File: src/rtl/imm_ext_ctrl_if.sv
// Decode-to-execute immediate handshake bundle.
// slave: the extender block; master: the decode/execute side driving it.
interface imm_ext_ctrl_if;
  logic        in_valid;
  logic        in_ready;
  logic [31:0] instruction;
  logic        flush;
  logic        out_valid;
  logic        out_ready;
  logic [31:0] out_imm;
  logic [1:0]  out_mode;

  modport slave (
    input  in_valid,
    input  instruction,
    input  flush,
    input  out_ready,
    output in_ready,
    output out_valid,
    output out_imm,
    output out_mode
  );

  modport master (
    output in_valid,
    output instruction,
    output flush,
    output out_ready,
    input  in_ready,
    input  out_valid,
    input  out_imm,
    input  out_mode
  );
endinterface

File: src/rtl/imm_ext_ctrl.sv
// MIPS immediate extender with a 2-entry in-order skid buffer.
// Ports: clk, rst_n (async, active low), bus (imm_ext_ctrl_if.slave),
// stall_cnt (16b stall counter, only when IMM_STATS_EN is defined).
module imm_ext_ctrl (
  input  logic          clk,
  input  logic          rst_n,
  imm_ext_ctrl_if.slave bus
`ifdef IMM_STATS_EN
  ,
  output logic [15:0]   stall_cnt
`endif
);

  typedef enum logic [1:0] {
    EMPTY = 2'd0,
    ONE   = 2'd1,
    FULL  = 2'd2
  } state_e;

  localparam logic [1:0] MODE_SIGN  = 2'd0;
  localparam logic [1:0] MODE_ZERO  = 2'd1;
  localparam logic [1:0] MODE_LUI   = 2'd2;
  localparam logic [1:0] MODE_SHAMT = 2'd3;

  state_e      state_q, state_d;
  logic [31:0] head_imm_q, head_imm_d;
  logic [1:0]  head_mode_q, head_mode_d;
  logic [31:0] tail_imm_q, tail_imm_d;
  logic [1:0]  tail_mode_q, tail_mode_d;

  logic        accept, pop;
  logic [5:0]  op;
  logic        is_zero, is_lui, is_shamt;
  logic [31:0] dec_imm;
  logic [1:0]  dec_mode;
  logic        unused_instr;

  assign accept = bus.in_valid && bus.in_ready;
  assign pop    = bus.out_valid && bus.out_ready;

  // Immediate decode
  assign op       = bus.instruction[31:26];
  assign is_zero  = (op == 6'h0C) || (op == 6'h0D)
                 || (op == 6'h0E);
  assign is_lui   = (op == 6'h0F);
  assign is_shamt = (op == 6'h00);
  assign unused_instr = ^bus.instruction[25:16];

  always_comb begin
    dec_mode = MODE_SIGN;
    dec_imm  = {{16{bus.instruction[15]}},
                bus.instruction[15:0]};
    unique case (1'b1)
      is_zero: begin
        dec_mode = MODE_ZERO;
        dec_imm  = {16'h0000, bus.instruction[15:0]};
      end
      is_lui: begin
        dec_mode = MODE_LUI;
        dec_imm  = {bus.instruction[15:0], 16'h0000};
      end
      is_shamt: begin
        dec_mode = MODE_SHAMT;
        dec_imm  = {27'b0, bus.instruction[10:6]};
      end
      default: begin
        dec_mode = MODE_SIGN;
        dec_imm  = {{16{bus.instruction[15]}},
                    bus.instruction[15:0]};
      end
    endcase
  end

  // FSM state register
  always_ff @(posedge clk or negedge rst_n) begin
    if (!rst_n) state_q <= EMPTY;
    else        state_q <= state_d;
  end

  // FSM next state; flush overrides everything
  always_comb begin
    state_d = state_q;
    if (bus.flush) begin
      state_d = EMPTY;
    end else begin
      unique case (state_q)
        EMPTY: if (accept) state_d = ONE;
        ONE: begin
          if (accept && !pop)      state_d = FULL;
          else if (pop && !accept) state_d = EMPTY;
        end
        FULL: if (pop) state_d = ONE;
        default: state_d = EMPTY;
      endcase
    end
  end

  // FSM outputs from registered state only
  always_comb begin
    bus.in_ready  = (state_q != FULL);
    bus.out_valid = (state_q != EMPTY);
  end

  // Entry storage: head is always the oldest entry
  always_comb begin
    head_imm_d  = head_imm_q;
    head_mode_d = head_mode_q;
    tail_imm_d  = tail_imm_q;
    tail_mode_d = tail_mode_q;
    if (!bus.flush) begin
      unique case (state_q)
        EMPTY: begin
          if (accept) begin
            head_imm_d  = dec_imm;
            head_mode_d = dec_mode;
          end
        end
        ONE: begin
          if (accept && pop) begin
            head_imm_d  = dec_imm;
            head_mode_d = dec_mode;
          end else if (accept) begin
            tail_imm_d  = dec_imm;
            tail_mode_d = dec_mode;
          end
        end
        FULL: begin
          if (pop) begin
            head_imm_d  = tail_imm_q;
            head_mode_d = tail_mode_q;
          end
        end
        default: ;
      endcase
    end
  end

  always_ff @(posedge clk or negedge rst_n) begin
    if (!rst_n) begin
      head_imm_q  <= 32'h0;
      head_mode_q <= MODE_SIGN;
      tail_imm_q  <= 32'h0;
      tail_mode_q <= MODE_SIGN;
    end else begin
      head_imm_q  <= head_imm_d;
      head_mode_q <= head_mode_d;
      tail_imm_q  <= tail_imm_d;
      tail_mode_q <= tail_mode_d;
    end
  end

  assign bus.out_imm  = head_imm_q;
  assign bus.out_mode = head_mode_q;

`ifdef IMM_STATS_EN
  // Saturating count of cycles the head waits on execute
  logic [15:0] stall_q, stall_d;

  always_comb begin
    stall_d = stall_q;
    if (bus.out_valid && !bus.out_ready
        && (stall_q != 16'hFFFF))
      stall_d = stall_q + 16'd1;
  end

  always_ff @(posedge clk or negedge rst_n) begin
    if (!rst_n) stall_q <= 16'h0;
    else        stall_q <= stall_d;
  end

  assign stall_cnt = stall_q;
`endif

endmodule

File: src/flat_wrapper.sv
// flat-port wrapper written by rule: the top's interface ports become plain ports
module imm_ext_ctrl_flat 
  (clk, rst_n, bus_in_valid, bus_instruction, bus_flush, bus_out_ready, bus_in_ready, bus_out_valid, bus_out_imm, bus_out_mode);
  imm_ext_ctrl_if bus_i ();
  input  logic clk;
  input  logic rst_n;
  input wire logic [$bits(bus_i.in_valid)-1:0] bus_in_valid;
  input wire logic [$bits(bus_i.instruction)-1:0] bus_instruction;
  input wire logic [$bits(bus_i.flush)-1:0] bus_flush;
  input wire logic [$bits(bus_i.out_ready)-1:0] bus_out_ready;
  output wire logic [$bits(bus_i.in_ready)-1:0] bus_in_ready;
  output wire logic [$bits(bus_i.out_valid)-1:0] bus_out_valid;
  output wire logic [$bits(bus_i.out_imm)-1:0] bus_out_imm;
  output wire logic [$bits(bus_i.out_mode)-1:0] bus_out_mode;
  assign bus_i.in_valid = bus_in_valid;
  assign bus_i.instruction = bus_instruction;
  assign bus_i.flush = bus_flush;
  assign bus_i.out_ready = bus_out_ready;
  assign bus_in_ready = bus_i.in_ready;
  assign bus_out_valid = bus_i.out_valid;
  assign bus_out_imm = bus_i.out_imm;
  assign bus_out_mode = bus_i.out_mode;
  imm_ext_ctrl u_core (.clk(clk), .rst_n(rst_n), .bus(bus_i));
endmodule
File: config.mk
export PLATFORM = sky130hd
export DESIGN_NAME = imm_ext_ctrl_flat
export DESIGN_NICKNAME = d
export VERILOG_FILES = /design/src/rtl/imm_ext_ctrl_if.sv /design/src/rtl/imm_ext_ctrl.sv /design/src/flat_wrapper.sv
export SDC_FILE = /design/constraint.sdc
export NUM_CORES = 1
export LEC_CHECK = 0
export BUFFER_PORTS_ARGS = -buffer_cell sky130_fd_sc_hd__buf_2
export CAP_MARGIN = 20
export CORE_MARGIN = 3
export CORE_UTILIZATION = 35
export CTS_BUF_LIST = sky130_fd_sc_hd__clkbuf_4
export CTS_CLUSTER_DIAMETER = 30
export DETAILED_ROUTE_END_ITERATION = 8
export PLACE_DENSITY = 0.69
export SLEW_MARGIN = 10
export SYNTH_ARGS = -nofsm -noshare
export SYNTH_HDL_FRONTEND = slang
export SYNTH_SLANG_ARGS = --single-unit
File: constraint.sdc
create_clock -name clk -period 2.5 [get_ports clk]
set_input_delay 0.375 -clock clk [delete_from_list [all_inputs] [get_ports clk]]
set_output_delay 0.375 -clock clk [all_outputs]
set_load 0.03 [all_outputs]
==> After elaboration in Yosys (flattened, before gate mapping) <==
Cells that the tools add are included.
{ "totals": {"regBits": 70, "input_bits": 37, "output_inout_bits": 36, "word_cells": 52} }
{ "op_classes": {"n_mux": 16, "bitwise_logic": 2, "n_reduce_logical": 16, "eq_ne": 13} }
{ "ops": {"columns": ["cell", "count"], "rows": [
  ["one-hot mux 32 bit (3 select lines)", 2],
  ["2-to-1 mux 32 bit", 3],
  ["equality test 6 x 4 -> 1 bit (second input constant)", 4],
  ["one-hot mux 2 bit (3 select lines)", 3],
  ["2-to-1 mux 2 bit", 8],
  ["logical NOT 6 bit", 1],
  ["inequality test 2 x 1 -> 1 bit (second input constant)", 3],
  ["inequality test 3 x 2 -> 1 bit (second input constant)", 2],
  ["logical AND 1 bit", 5],
  ["AND reduction 5 bit", 1],
  ["inequality test 4 x 2 -> 1 bit (second input constant)", 1],
  ["AND reduction 4 bit", 1],
  ["AND reduction 3 bit", 1],
  ["nonzero test 3 bit", 1],
  ["equality test 2 x 1 -> 1 bit (second input constant)", 1],
  ["equality test 2 bit (second input constant)", 1],
  ["logical NOT 1 bit", 2],
  ["logical NOT 2 bit", 1],
  ["logical OR 1 bit", 2],
  ["inequality test 2 bit (second input constant)", 1],
  ["inverter 1 bit", 2],
  ["nonzero test 2 bit", 1]
]} }

==> Depth between registers and ports, before layout <==
Gate-level depths: netlist of run 1.
{ "depth": {"word_depth": 8, "mapped_depth": 14, "ltp_nobuf": 8} }

==> Worst setup path before layout of run 1 <==
OpenSTA, ideal clock, no wires.
{ "synth_timing": {"path_type": "flip-flop to flip-flop", "start": "register u_core.state_q[0]", "end": "register u_core.tail_imm_q[12]", "required_time_ns": 2.366, "path_stages_with_launch": 14, "n_path_buf": 5, "slack_ns": -0.244, "setup_time_ns": 0.134, "arrival_time_ns": 2.610, "cell_sequence": "dfrtp_1 -> buf_6 -> nor2b_4 -> inv_2 -> buf_2 -> buf_1 -> and2_1 -> ha_1 -> nand2b_1 -> or3_1 -> clkbuf_1 -> clkbuf_1 -> nand2_1 -> o21ai_0"} }
{ "synth_via": {"elab_chain_len": 5, "elab_cells_between_ends": 8, "classes_between": "eq/ne: 2; bitwise: 1; reduce/logical: 5"} }
{ "synth_lines": {"columns": ["element", "line_no", "text"], "rows": [
  ["start, declared", "imm_ext_ctrl.sv:25", "state_e state_q, state_d;"],
  ["start signal, assigned", "imm_ext_ctrl.sv:77", "else state_q <= state_d;"],
  ["inequality test 2 bit *", "imm_ext_ctrl.sv:100", "bus.in_ready = (state_q != FULL);"],
  ["net bus_in_ready", "flat_wrapper.sv:11", "output wire logic [$bits(bus_i.in_ready)-1:0] bus_in_ready;"],
  ["logical AND 1 bit *", "imm_ext_ctrl.sv:38", "assign accept = bus.in_valid && bus.in_ready;"],
  ["logical AND 1 bit", "imm_ext_ctrl.sv:119", "if (accept && pop) begin"],
  ["inverter 1 bit (no source line)", null, null],
  ["AND reduction 4 bit (no source line) *", null, null],
  ["end signal, assigned", "imm_ext_ctrl.sv:147", "tail_imm_q <= tail_imm_d;"],
  ["end, declared", "imm_ext_ctrl.sv:28", "logic [31:0] tail_imm_q, tail_imm_d;"]
]} }
Mark *: on every way through the listed nets, which the timed path passes. The rest lies on a longest branch.
A chain may end at the register's enable or synchronous reset.

==> Worst setup path after layout of run 1 <==
{ "layout_timing": {"start": "register u_core.state_q[0]", "end": "register u_core.tail_mode_q[0]"} }
{ "layout_via": {"elab_chain_len": 5, "elab_cells_between_ends": 8, "classes_between": "eq/ne: 2; bitwise: 1; reduce/logical: 5"} }
{ "layout_lines": {"columns": ["element", "line_no", "text"], "rows": [
  ["inequality test 2 bit or nonzero test 2 bit (tied branches)", "imm_ext_ctrl.sv:100, imm_ext_ctrl.sv:101", null],
  ["logical AND 1 bit, on equally long branches", "imm_ext_ctrl.sv:38, imm_ext_ctrl.sv:39", null],
  ["logical AND 1 bit", "imm_ext_ctrl.sv:119", null],
  ["inverter 1 bit (no source line)", null, null],
  ["AND reduction 4 bit (no source line) *", null, null],
  ["end signal, assigned", "imm_ext_ctrl.sv:148", "tail_mode_q <= tail_mode_d;"],
  ["end, declared", "imm_ext_ctrl.sv:29", "logic [1:0] tail_mode_q, tail_mode_d;"]
]} }
Every way passes the cells marked *; elsewhere a longest branch is shown, timed or not.

==> metrics.txt, run 1 <==
vias after detailed routing=3,071; synthesized area per cell=between 9 and 10 um^2; CP endpoint kind=register; cells after synthesis=between 300 and 400; die area=between 10,000 and 15,000 um^2; worst slew pin tran=0.626 ns; critical path class=reg -> reg; Yosys top cell by area=dfrtp_1; GR Util All Layers=16.1%; final setup vio count=0; CP Max Fanout=10; final non-filler cell area=4260 um^2; worst endpoint required time=between 2 and 3 ns; Synth cell types=38; hold buffers post-CTS=1; DR pass1 iterations=5; Setup Total Neg Slack=0 ns; Post-synth EDFFs=0; Hold Fails Final Rpt=0; DP HPWL=between 6 and 7 mm; Placer Congestion=roughly 0.86; critical path launch point=u_core.state_q[0]$_DFFE_PN0P_; Die H=108 um; Hold WC Path Type=in -> reg; reg2reg path depth=9; Slowest cell on crit path=dfrtp_1; Worst R2R Setup Slack=0.21 ns; CTS tree=done; status=complete, no violations; Synth top area share=around half; area grow syn2layout=17.5%; worst path bufs/invs=2; wire per inst=15.9 um; max-cap violations=0; Synth Net Count=between 400 and 500; fin nets=466; Initial DRC Count=~160; crit-path max cell delay=0.49 ns; LEAKAGE=around 1.9 nW; R2R Path End=u_core.tail_mode_q[0]$_DFFE_PN0P_; reg-to-reg startpoint=u_core.state_q[0]$_DFFE_PN0P_; Crit path depth=9; Port Buf Inserts=62; first-pass GRT wire length=14.8 mm; IO Count=between 70 and 80; Pwr Total=roughly 3.6 mW; fmax=approximately 440 MHz; Synth area leaders=dfrtp_1 48%, a31oi_1 8.8%, mux2_4 7.0%, nor2_1 4.6%, nand3_1 4.3%; dominant synthesized flop cell=dfrtp_1; largest net degree at the start of global routing=roughly 70; final worst-path cycle share=between 90% and 100%; Syn. warnings=0; final routed DRC violation total=0; Worst Setup EP=u_core.tail_mode_q[0]$_DFFE_PN0P_; sequential share of the synthesized area=slightly below 50%; Synth Register Bits=70; FP Rows=36; clock buffer depth=2; antenna-violating nets left=0; Die Width=roughly 110 um; CTS buffer count=9; post-CTS setup buffers=0; Reg clk slew, reported paths=0.11 ns; share of layout cells above drive strength 1=about 29%; min Tclk post-route=roughly 2.3 ns; RSZ-0062 raised after global routing=no; core area=between 9000 and 10,000 um^2; n_diodes=0; Post-synth ARST share=100%; cell with the most instances after synthesis=dfrtp_1; initial cell density of the core=a little over a third; post_cts resized=0; initial antenna violation count=0; cell area after synthesis=~3600 um^2; total clock sinks=70; Top cell by count, worst path=nand2_1; final wirelength=9.01 mm; peak supply drop=between 300 and 400 uV; Layout fillers=roughly 1,000; PwrDens=around 850 nW/um^2; Max Transition Viols Final=0; Worst Path Arrival=approximately 2.6 ns; Clock Tree Root=clkbuf_4; Crit path max-delay family=simple AND/OR/NAND/NOR gates; number of global-route vias before repair=2,872; drt via density=5.44; Clock Skews=approximately 0.0074 ns; Post-synth top cells=70 x dfrtp_1, 51 x a31oi_1, 44 x nor2_1, 37 x nand2_1, 31 x nand3_1; GRT Residual Overflow=0; Slew Limit Headroom=between 50 and 60%; placed inst area=between 4000 and 5000 um^2; worst-path cell chain=or2_2, nand2_1, inv_1, ha_1, nand2b_1, or3_1, buf_4, nand2_1, o21ai_0; startpoint types=register; H-tree Lvls=3; Skew-Pair Late Insertion Delay=0.41 ns
area by class of cell:
type                       instances  area [um^2]  area share, %
clock buffer                       9         67.6           1.59
clock inverter                     7          136           3.20
inverter                           4         15.0          0.352
multi-input combinational        263         1660           38.9
sequential                        70         1750           41.1
tap                              133          166           3.91
timing repair buffer              79          465           10.9
worst register-to-register path: cells and delay by family, from the launching register on:
family,cells,cell delay [ns]
AOI/OAI and AO/OA,1,0.07
adders and majority gates,1,0.18
buffers and inverters,2,0.27
DFF,1,0.49
and+or+nand+nor,5,1.17
sequential cells by signal (all words and copies together), names as in the netlist:
| name | cells |
|---|---|
| u_core.bus.out_imm | 32 |
| u_core.tail_imm_q | 32 |
| u_core.tail_mode_q | 2 |
| u_core.state_q | 2 |
| u_core.bus.out_mode | 2 |
per-layer routing:
metal	track usage [%]	wire length, um
met5	0	0
met4	4.87	112
met3	3.72	604
met2	24.8	4180
met1	22.7	4110
how the worst min path moves through the flow:
stage / start / endpoint / cells past startpoint
2_1_floorplan: rst_n / u_core.bus.out_imm[0]$_DFFE_PN0P_ / 0
3_3_place_gp: rst_n / u_core.bus.out_imm[25]$_DFFE_PN0P_ / 2
3_5_place_dp: rst_n / u_core.bus.out_imm[19]$_DFFE_PN0P_ / 2
4_1_cts: bus_flush / u_core.state_q[1]$_DFFE_PN0P_ / 2
5_1_grt: bus_flush / u_core.state_q[1]$_DFFE_PN0P_ / 2
6_report: bus_flush / u_core.state_q[1]$_DFFE_PN0P_ / 2
metrics by stage:
stage / instances / util [%] / hold WS (ns) / setup slack [ns]
after floorplan: 372 / - / 0.0794 / 0.00731
after global routing: 565 / 43.0 / 0.137 / 0.0468
after global placement: 548 / 40.8 / 0.428 / 0.296
after detailed placement: 548 / 40.8 / 0.435 / 0.251
after CTS: 565 / 43.0 / 0.122 / 0.209
final: 565 / 43.0 / 0.153 / 0.211
report_power, final:
group | leakage (nW) | total, mW | internal [mW] | switching, mW
combinational | 0.975 | 1.01 | 0.396 | 0.616
sequential | 0.824 | 1.59 | 1.43 | 0.162
clock | 0.104 | 1.02 | 0.602 | 0.414
total | 1.90 | 3.62 | 2.43 | 1.19
cells in the final DEF, fill, tap and decap left out, types with 2 or more instances in the layout:
| cell type | netlist | layout |
|---|---|---|
| nand3_1 | 31 | 31 |
| inv_1 | 3 | 3 |
| o21ai_0 | 4 | 4 |
| o21ai_1 | 8 | 8 |
| nand4_1 | 11 | 11 |
| clkbuf_4 | 0 | 9 |
| buf_12 | 0 | 2 |
| o31ai_1 | 5 | 5 |
| mux2_4 | 17 | 17 |
| nand2b_1 | 2 | 2 |
| ha_1 | 2 | 2 |
| a41oi_1 | 5 | 5 |
| nor2_1 | 44 | 44 |
| buf_2 | 7 | 62 |
| dfrtp_1 | 70 | 70 |
| nor3_2 | 3 | 2 |
| mux2i_1 | 2 | 2 |
| and3b_1 | 5 | 5 |
| nand2_1 | 37 | 37 |
| a31oi_1 | 51 | 51 |
| a21oi_1 | 14 | 14 |
| or3_1 | 2 | 2 |
| buf_4 | 0 | 14 |
| and2_1 | 3 | 3 |
| bufinv_16 | 0 | 4 |
| mux2_2 | 5 | 5 |
logic make-up (layout without fill, tap and decap cells):
logic type               Yosys count  count (layout)  share of synthesized area [%]
AO/OA/AOI/OAI                     92              92                           16.2
flip-flops                        70              70                           48.3
buffers and inverters             39              99                           6.14
AND/OR/NAND/NOR                  145             145                           19.5
multiplexers                      24              24                           9.14
adder cells (fa/ha/maj)            2               2                          0.690
(Power assumes the default switching activity.)
==> run 2: changes to the inputs <==
--- a/config.mk
+++ b/config.mk
@@ -5,6 +5,7 @@
 export SDC_FILE = /design/constraint.sdc
 export NUM_CORES = 1
 export LEC_CHECK = 0
+export ABC_AREA = 1
 export BUFFER_PORTS_ARGS = -buffer_cell sky130_fd_sc_hd__buf_2
 export CAP_MARGIN = 20
 export CORE_MARGIN = 3
==> run 2 against run 1 <==
The flow now finishes with violations (hold timing). Die area up 0.26%. Synthesized cell count up 34%. Wire length up 0.71%. Fmax up 21%. First-iteration DRC count up 48%. Worst hold slack worse by 0.16 ns. Critical endpoint is now bus_in_ready. Highest routed layer unchanged.
==> metrics.txt, run 2 <==
peak supply drop=281 uV (-6.7%); Die Width=108 um (+0.13%); Hold Fails Final Rpt=5 (+5); R2R Path End=u_core.tail_mode_q[1]$_DFFE_PN0P_; crit-path max cell delay=0.41 ns (-0.08 ns); min Tclk post-route=1.90 ns (-0.391 ns); Worst Setup EP=bus_in_ready; worst slew pin tran=0.721 ns (+0.0952 ns); largest net degree at the start of global routing=68 (-4.2%); initial antenna violation count=0 (unchanged); Placer Congestion=0.794 (-8.2%); Yosys top cell by area=dfrtp_1; reg2reg path depth=7 (-2); worst path bufs/invs=3 (+1); n_diodes=0 (unchanged); Pint=2.23 mW (-8.2%); Port Buf Inserts=62 (unchanged); Hold WC Path Type=in -> async; clock buffer depth=2 (unchanged); DR pass1 iterations=5 (unchanged); Clock Tree Root=clkbuf_4; CTS tree=done; drt via density=4.81 (-12%); number of global-route vias before repair=3,132 (+9.1%); Synth top area share=48.2% (-0.13 points); core area=9950 um^2 (+0.45%); first-pass GRT wire length=15.0 mm (+1.9%); max-cap violations=0 (unchanged); Skew-Pair Late Insertion Delay=0.42 ns (about the same); Sw Ratio=40.5% (+7.6 points); Post-Place Cells=672 (+23%); vias after detailed routing=3,306 (+7.7%); post_cts resized=0 (unchanged); share of layout cells above drive strength 1=19.6% (-9.3 points); Finished Layout Cells=688 (+22%); failing checks=hold timing; cell with the most instances after synthesis=nand2_1; final routed DRC violation total=0 (unchanged); Slew Limit Headroom=51.9% (-6.1 points); fin nets=589 (+26%); Post-synth EDFFs=0 (unchanged); GR Util All Layers=16.2% (about the same); Worst Path Arrival=1.52 ns (-1.07 ns); Synth Net Count=537 (+31%); post-CTS setup buffers=0 (unchanged); sequential share of the synthesized area=48.2% (-0.13 points); DP HPWL=6.04 mm (-1.4%); combinational share of power=34.5% (+6.6 points); Worst R2R Setup Slack=0.66 ns (+0.45 ns); reg-to-reg startpoint=u_core.state_q[0]$_DFFE_PN0P_; FP Rows=36 (unchanged); wire per inst=13.2 um (-17%); status=finished, violations left; Worst Hold Margin=-0.00883 ns (-0.161 ns); GRT Residual Overflow=0 (unchanged); Flop pwr share=46.5% (+2.5 points); cell area after synthesis=3640 um^2 (+0.28%); Syn. warnings=0 (unchanged); IO Count=73 (unchanged); Max Transition Viols Final=0 (unchanged); Clock Skews=0.0122 ns (+0.00480 ns); startpoint types=register; Slowest cell on crit path=dfrtp_1; clock share of power=19.0% (-9.1 points); cells after synthesis=498 (+34%); PwrDens=905 nW/um^2 (+6.5%); critical path class=reg -> out; Top cell by count, worst path=inv_2; final setup vio count=0 (unchanged); P_sw=1.52 mW (+27%); die area=11,600 um^2 (+0.26%); total clock sinks=70 (unchanged); worst-path cell chain=inv_2, nor2_4, inv_2, buf_2; Initial DRC Count=233 (+48%); CP Max Fanout=18 (+8); antenna-violating nets left=0 (unchanged); Synth area leaders=dfrtp_1 48%, nand2_1 23%, nor2_1 7.1%, nand3_1 6.2%, nand2_2 2.2%; final wirelength=9.07 mm (+0.71%); critical path launch point=u_core.state_q[1]$_DFFE_PN0P_; final worst-path cycle share=76.0% (-16 points); H-tree Lvls=3 (unchanged); Setup Total Neg Slack=0 ns (unchanged); Post-synth ARST share=100% (unchanged); fmax=527 MHz (+21%); worst endpoint required time=2.12 ns (-0.68 ns); synthesized area per cell=7.30 um^2 (-25%); Synth Register Bits=70 (unchanged); Synth cell types=20 (-47%); initial cell density of the core=36.5% (-0.065 points); CTS buffer count=9 (unchanged); most common cell after layout, fill and taps aside=nand2_1; CP endpoint kind=output port; Post-synth top cells=224 x nand2_1, 70 x dfrtp_1, 69 x nor2_1, 45 x nand3_1, 15 x buf_2; Reg clk slew, reported paths=0.12 ns (about the same); Crit path max-delay family=buffers and inverters; most frequent cells in the layout=224 x nand2_1, 70 x dfrtp_1, 69 x nor2_1; dominant synthesized flop cell=dfrtp_1; LEAKAGE=2.48 nW (+30%); area grow syn2layout=13.9%; hold buffers post-CTS=0 (-1); Die H=108 um (+0.13%); RSZ-0062 raised after global routing=no; Crit path depth=4 (-5)
==> run 2: final cells by class <==
| cell class | count | area (um^2) |
|---|---|---|
| inverter | 17 | 63.8 |
| multi-input combinational | 384 | 1650 |
| fill | 1003 | 5810 |
| sequential | 70 | 1750 |
| tap | 133 | 166 |
| timing repair buffer | 68 | 380 |
| clock buffer | 10 | 75.1 |
| clock inverter | 6 | 52.6 |
==> run 2: per-layer routing <==
layer	up-vias	share of wire, %	GRT usage (%)
li1	1648	-	-
met1	1545	48	23.0
met2	94	45	24.1
met3	19	4.2	2.76
met4	0	2.7	7.30
met5	-	0	0
==> run 2: power groups by stage <==
stage	clock network (mW)	registers [mW]	logic, mW
2_1_floorplan	0	2.11	0.550
3_3_place_gp	0	1.75	1.28
3_5_place_dp	0	1.77	1.30
4_1_cts	0.724	1.75	1.31
5_1_grt	0.789	1.79	1.44
6_report	0.710	1.74	1.29
==> run 2: cells by family after synthesis <==
family          synth area share (%)
fa+ha+maj                      0.688
compound gates                  1.93
flops                           48.2
buf+inv                         6.40
simple gates                    42.8
==> run 2: worst min path at each step <==
stage	startpoint	to	slack, ns	cells after the start
2_1_floorplan	rst_n	u_core.bus.out_imm[0]$_DFFE_PN0P_	0.08	0
3_3_place_gp	u_core.bus.out_imm[15]$_DFFE_PN0P_	u_core.bus.out_imm[15]$_DFFE_PN0P_	0.46	2
3_5_place_dp	u_core.bus.out_imm[21]$_DFFE_PN0P_	u_core.bus.out_imm[21]$_DFFE_PN0P_	0.46	2
4_1_cts	rst_n	u_core.bus.out_imm[18]$_DFFE_PN0P_	0.009	1
5_1_grt	rst_n	u_core.bus.out_imm[18]$_DFFE_PN0P_	0.04	1
6_report	rst_n	u_core.bus.out_imm[18]$_DFFE_PN0P_	-0.009	1
==> run 2: per-stage QoR <==
step | instance area (um^2) | total power [mW] | util (%) | hold slack [ns] | setup slack, ns
floorplan | 3640 | 2.67 | - | 0.0794 | 0.964
CTS | 4140 | 3.78 | 41.6 | 0.00942 | 0.581
global route | 4140 | 4.02 | 41.6 | 0.0422 | 0.496
detailed placement | 4010 | 3.07 | 40.3 | 0.461 | 0.670
finish | 4140 | 3.75 | 41.6 | -0.00883 | 0.601
global placement | 4010 | 3.03 | 40.3 | 0.460 | 0.745
